$ cat src/rtl/rc4_key_search_ctrl.sv
// Top-level sequencer for the RC4 key search. For each candidate key it runs
// the init, shuffle and decrypt engines in turn, granting the shared
// single-port S memory to whichever engine owns the current phase. It stops
// when decrypt reports a valid plaintext or when the last key has been tried.
module rc4_key_search_ctrl #(
  parameter int               KEY_W     = 24,
  parameter logic [KEY_W-1:0] KEY_START = 24'h000000,
  parameter logic [KEY_W-1:0] KEY_END   = 24'h3FFFFF
) (
  input  logic             clk,
  input  logic             rst,
  input  logic             start,
  output logic             init_start,
  input  logic             init_fin,
  input  logic [7:0]       init_addr,
  input  logic [7:0]       init_din,
  input  logic             init_wr,
  output logic             shuf_start,
  input  logic             shuf_fin,
  input  logic [7:0]       shuf_addr,
  input  logic [7:0]       shuf_din,
  input  logic             shuf_wr,
  output logic             dec_start,
  input  logic             dec_fin,
  input  logic             dec_valid,
  input  logic [7:0]       dec_addr,
  input  logic [7:0]       dec_din,
  input  logic             dec_wr,
  output logic [7:0]       s_addr,
  output logic [7:0]       s_din,
  output logic             s_wr,
  output logic [KEY_W-1:0] secret_key,
  output logic             busy,
  output logic             done,
  output logic             found
);

  typedef enum logic [3:0] {
    S_IDLE, S_INIT_GO, S_INIT_RUN, S_SHUF_GO, S_SHUF_RUN,
    S_DEC_GO, S_DEC_RUN, S_NEXT_KEY, S_DONE
  } state_t;

  localparam logic [KEY_W-1:0] KEY_ONE = {{(KEY_W-1){1'b0}}, 1'b1};

  state_t           state_reg, state_next;
  logic [KEY_W-1:0] key_reg;
  logic             found_reg;
  logic             init_start_reg, shuf_start_reg, dec_start_reg;
  logic             launch;

  // A new search may only begin from the two idle states; start is ignored otherwise.
  assign launch = start && ((state_reg == S_IDLE) || (state_reg == S_DONE));

  // State register, key counter, result flag and registered start pulses.
  always_ff @(posedge clk or negedge rst) begin
    if (!rst) begin
      state_reg      <= S_IDLE;
      key_reg        <= KEY_START;
      found_reg      <= 1'b0;
      init_start_reg <= 1'b0;
      shuf_start_reg <= 1'b0;
      dec_start_reg  <= 1'b0;
    end else begin
      state_reg      <= state_next;
      init_start_reg <= (state_next == S_INIT_GO);
      shuf_start_reg <= (state_next == S_SHUF_GO);
      dec_start_reg  <= (state_next == S_DEC_GO);
      if (launch) begin
        key_reg   <= KEY_START;
        found_reg <= 1'b0;
      end else if (state_reg == S_NEXT_KEY) begin
        key_reg <= key_reg + KEY_ONE;
      end
      if ((state_reg == S_DEC_RUN) && dec_fin && dec_valid) begin
        found_reg <= 1'b1;
      end
    end
  end

  // Next-state logic; each RUN state only listens to its own engine's finish strobe.
  always_comb begin
    state_next = state_reg;
    case (state_reg)
      S_IDLE:     if (start) state_next = S_INIT_GO;
      S_INIT_GO:  state_next = S_INIT_RUN;
      S_INIT_RUN: if (init_fin) state_next = S_SHUF_GO;
      S_SHUF_GO:  state_next = S_SHUF_RUN;
      S_SHUF_RUN: if (shuf_fin) state_next = S_DEC_GO;
      S_DEC_GO:   state_next = S_DEC_RUN;
      S_DEC_RUN: begin
        if (dec_fin) begin
          // The last key is never incremented past, so the counter cannot wrap.
          if (dec_valid || (key_reg == KEY_END)) state_next = S_DONE;
          else                                   state_next = S_NEXT_KEY;
        end
      end
      S_NEXT_KEY: state_next = S_INIT_GO;
      S_DONE:     if (start) state_next = S_INIT_GO;
      default:    state_next = S_IDLE;
    endcase
  end

  // Status decode and S-memory port grant; an ungranted engine never reaches the port.
  always_comb begin
    s_addr = 8'h00;
    s_din  = 8'h00;
    s_wr   = 1'b0;
    busy   = (state_reg != S_IDLE) && (state_reg != S_DONE);
    done   = (state_reg == S_DONE);
    case (state_reg)
      S_INIT_GO, S_INIT_RUN: begin
        s_addr = init_addr;
        s_din  = init_din;
        s_wr   = init_wr;
      end
      S_SHUF_GO, S_SHUF_RUN: begin
        s_addr = shuf_addr;
        s_din  = shuf_din;
        s_wr   = shuf_wr;
      end
      S_DEC_GO, S_DEC_RUN: begin
        s_addr = dec_addr;
        s_din  = dec_din;
        s_wr   = dec_wr;
      end
      default: begin
        s_addr = 8'h00;
        s_din  = 8'h00;
        s_wr   = 1'b0;
      end
    endcase
  end

  assign init_start = init_start_reg;
  assign shuf_start = shuf_start_reg;
  assign dec_start  = dec_start_reg;
  assign secret_key = key_reg;
  assign found      = found_reg;

endmodule
$ cat config.mk
export PLATFORM = sky130hd
export DESIGN_NAME = rc4_key_search_ctrl
export DESIGN_NICKNAME = d
export VERILOG_FILES = /design/src/rtl/rc4_key_search_ctrl.sv
export SDC_FILE = /design/constraint.sdc
export NUM_CORES = 1
export LEC_CHECK = 0
export ABC_AREA = 1
export BUFFER_PORTS_ARGS = -buffer_cell sky130_fd_sc_hd__buf_2
export CAP_MARGIN = 30
export CELL_PAD_IN_SITES_DETAIL_PLACEMENT = 1
export CELL_PAD_IN_SITES_GLOBAL_PLACEMENT = 1
export CORE_UTILIZATION = 25
export DETAILED_ROUTE_END_ITERATION = 8
export PLACE_DENSITY_LB_ADDON = 0.1
export SLEW_MARGIN = 20
export SYNTH_ARGS = -nofsm -noshare
export SYNTH_HDL_FRONTEND = slang
export SYNTH_SLANG_ARGS = --single-unit
$ cat constraint.sdc
create_clock -name clk -period 2.9 [get_ports clk]
set_input_delay 0.435 -clock clk [delete_from_list [all_inputs] [get_ports clk]]
set_output_delay 0.435 -clock clk [all_outputs]
set_load 0.005 [all_outputs]
After elaboration in Yosys (flattened, before gate mapping)
Index checks and enable logic that the tools add are counted.
W data, S select, Z words.
{ "word_totals": {"in_bits": 58, "regBits": 32, "wordCells": 47, "out_inout_bits": 47} }
{ "classes": {"n_reduce_logical": 14, "n_addsub": 1, "n_eq_ne": 13, "n_mux": 13} }
{ "ops": {"columns": ["op", "count"], "rows": [
  ["$mux W24", 2],
  ["$pmux W8 S3", 2],
  ["$pmux W4 S8", 1],
  ["$add A24 B1 Y24 const B", 1],
  ["$eq A24 B22 Y1 const B", 1],
  ["$eq A4 B3 Y1 const B", 5],
  ["$mux W4", 5],
  ["$eq A4 B2 Y1 const B", 3],
  ["$eq A4 B1 Y1 const B", 2],
  ["$reduce_or A2 Y1", 4],
  ["$eq A4 B4 Y1 const B", 1],
  ["$logic_and A1 B1 Y1", 4],
  ["$logic_not A4 Y1", 1],
  ["$ne A4 B4 Y1 const B", 1],
  ["$reduce_bool A2 Y1", 2],
  ["$reduce_bool A4 Y1", 1],
  ["$pmux W1 S3", 1],
  ["$logic_or A1 B1 Y1", 2],
  ["$mux W1", 2]
]} }

Depth between registers and ports, before layout
{ "depth": {"depth_word": 6, "mapped_depth": 10, "depth_no_buf": 10} }

Least setup slack after synthesis
No wires, ideal clock.
{ "synth_path": {"path_kind": "register to output", "startpoint": "register state_reg[0]", "endpoint": "output s_addr[2]", "t_required_ps": 2465, "setup_slack_ps": 1212, "path_stages_with_launch": 7, "n_path_buf": 1, "arrival_ps": 1253, "path_cell_list": "dfrtp_1 -> inv_1 -> nand2_1 -> nor2_2 -> buf_2 -> o21ai_0 -> nand3_1"} }
{ "synth_via": {"elab_chain_cells": 3, "word_cells_on_any_way": 10, "classes_between": "eq/ne: 6; mux: 1; reduce/logical: 3"} }
{ "synth_rtl": {"columns": ["item", "line", "rtl"], "rows": [
  ["from (decl)", "45", "state_t state_reg, state_next;"],
  ["from (signal assigned)", "64", "state_reg <= state_next;"],
  ["$eq A4 B3 Y1, or another cell as far along", "110", "case (state_reg)"],
  ["$reduce_or A2 Y1", "110", null],
  ["$pmux W8 S3 *", "110", null],
  ["to (decl)", "29", "output logic [7:0] s_addr,"]
]} }
Mark *: on every way between the ends. The rest lies on a longest branch, timed or not.

Final worst setup path
{ "layout_path": {"startpoint": "register state_reg[3]", "endpoint": "output s_din[4]"} }
{ "layout_via": {"elab_chain_cells": 3, "word_cells_on_any_way": 10, "classes_between": "eq/ne: 6; mux: 1; reduce/logical: 3"} }
{ "layout_rtl": {"columns": ["item", "line", "rtl"], "rows": [
  ["$eq A4 B3 Y1, or another cell as far along", "110", null],
  ["$reduce_or A2 Y1", "110", null],
  ["$pmux W8 S3 *", "110", null],
  ["to (decl)", "30", "output logic [7:0] s_din,"]
]} }
Marked as above.

==> impl_metrics.toml <==
[status]
outcome = "complete, no violations"

[logic_synthesis]
postSynthRegisterBits = 32
mappedNetlistNets = 383
syn_area_um2 = 2150
yosys_warnings = 0
ys_seq_area_share_pct = 37.3
netlist-cell-type-count = 28
synth.avg_cell_area_um2 = 6.63
synthCells = 324

[sta]
max_clock_freq_mhz = 414
final_setup_viols = 0
final-max-slew-violation-count = 0
timing.final.crit_period_ps = 2420
unrepaired_setup_endpoints_after_global_routing = "no"
fin_worst_skew_ps = 2.22
finalHoldWorstSlack_ps = 218
finalCritPeriodShare_pct = 83.3
totalNegativeSetupSlack_ps = 0
maxSlewHeadroom_pct = 48.5
setup_slack_ps = 483
hold_violations = 0
worst_slew_pin_slew_ps = 772

[final_layout]
finalNetCount = 488
finalCoreUtilization_pct = 34.7
largest_register_ff_count = 24
diodes = 0
most_common_cell_after_layout_fill_and_taps_aside = "sky130_fd_sc_hd__buf_2"
mostFrequentLayoutCells = "104 x sky130_fd_sc_hd__buf_2, 93 x sky130_fd_sc_hd__nand2_1, 47 x sky130_fd_sc_hd__nand3_1"
layout-drive-gt1-share_pct = 29.5
syn_to_final_growth_pct = 33.4

[routing]
detailroute.via_count = 2547
drt_first_pass_iters = 4
post-route-drc-count = 0
detailedRoute.firstIterationViolations = 48
route.final.wire_length_um = 7480
via_per_inst = 4.76
drtAntennaViolNets = 0
post_drt_wl_per_cell_um = 14.0

[floorplan]
fp.dieArea_um2 = 8970
top_level_ports = 105
std_cell_rows = 33
die_w_um = 94.7
die_y_um = 94.7
starting_utilization_of_the_core_area_pct = 26.0
coreArea_um2 = 8260

[clocking]
cts.sink_count = 32
ctsHtreeMaxLevel = 2
cts_hold_repair.buffers = 0
post_cts.repair.setup_buffers = 0
cts-resized-gates = 0
numCtsBuffers = 5
clock_tree.buffer_depth = 2
clkSlewWorstSetupHoldPaths_ps = 70
clock_tree_from_tritoncts = "done"
insertion_delay_ps = 280
clockRootBuffer = "sky130_fd_sc_hd__clkbuf_8"

[global_routing]
first_global_vias = 2683
grt_pass1_wl_um = 12400
grt_start_max_net_pins = 33
grt.total_usage_pct = 17.7
grt-ovfl-total = 0
initial_antenna_violation_count = 0

[power]
max-vdd-ir-drop_v = 0.000220
cellPowerDensity_nw_per_um2 = 649
leakage_nw = 1.53
report.power.total_mw = 1.86

[critical_path]
setup.worst_path.start_class = "register"
crit_end_category = "output pin"
setup.worst_path.class = "reg2out"
crit_path_largest_cell_delay_ps = 540
worstSetupStartpoint = "state_reg[3]"
cpMostUsedCell = "sky130_fd_sc_hd__nand3_1"
critical_path.max_fanout = 18
cp.arrival_ps = 1980
timing.critical_path.cells = "inv_1, nand2_1, nor2_2, nand3_1, nand3_1, buf_2"
worstPathRequired_ps = 2470
timing.critical_path.buf_inv = 2
critical_path.top_delay_family = "simple AND/OR/NAND/NOR gates"
r2r-start = "secret_key[1]"
timing.critical_path.slowest_stage_cell = "sky130_fd_sc_hd__nor2_2"

[worst_hold_path]
worst_hold_path_type = "in2async"

[place]
port-buffer-count = 104
gp_congestion = 0.775
hpwl_um = 5880
dp_slack_ps = 758

[job]
max-cap-violations = 0
area by class of cell:
class | instances | area [um^2]
clock buffer | 6 | 82.6
clock inverter | 2 | 10.0
fill | 1106 | 5390
inverter | 29 | 109
multi-input combinational | 255 | 1200
sequential | 32 | 801
tap | 105 | 131
timing repair buffer | 106 | 536
synth_stat cells, drive strengths merged:
library cell  number  share of area (%)
nor2b              1               0.29
dfrtp             32                 37
nand2             94                 17
a21oi             10                2.3
buf                5                1.4
inv               29                5.1
a31oi              1               0.29
clkbuf             3               0.58
nor2              47                8.8
nor3               9                2.6
a22o               2               0.82
o21bai             1               0.35
nand4              6                2.4
nand3             48                 11
nor3b              1               0.35
or2                1               0.29
xor2               2               0.82
ha                 1               0.58
o21ai             31                7.7
per-stage QoR:
stage               cells  area, um^2
detailed placement    527        2770
finish                535        2870
CTS                   535        2870
floorplan             324        2150
global route          535        2870
global placement      527        2770
layer usage:
layer / GRT usage [%] / vias to the layer above / share of wire, %
met4: 5.18 / 0 / 1.7
met5: 0 / - / 0
met1: 21.4 / 1194 / 45
met2: 31.5 / 73 / 49
li1: - / 1272 / -
met3: 3.46 / 8 / 4.7
cell families after synthesis:
family	count (synthesis)	share of synthesized area [%]
xor gates and xnor gates	2	0.816
adders and majority gates	1	0.582
AOI/OAI and AO/OA	45	11.5
DFF	32	37.3
buffers and inverters	37	7.05
and+or+nand+nor	207	42.7
power by group:
group          total (mW)  switching, mW  leakage, nW  internal (mW)
combinational       0.929          0.569         1.04          0.360
sequential          0.559         0.0628        0.440          0.497
clock               0.372          0.183       0.0510          0.190
total                1.86          0.815         1.53           1.05
worst paths after layout:
path                                   to  slack, ps  cells after the start
max                              s_din[4]        480                      6
min                            init_start        220                      1
max reg2reg                  state_reg[1]        970                     10
min reg2reg                         found        520                      1
max in group asynchronous  secret_key[22]       2190                      1
min in group clk               shuf_start        360                      3
Note: power is estimated with default switching activity, not from simulation.
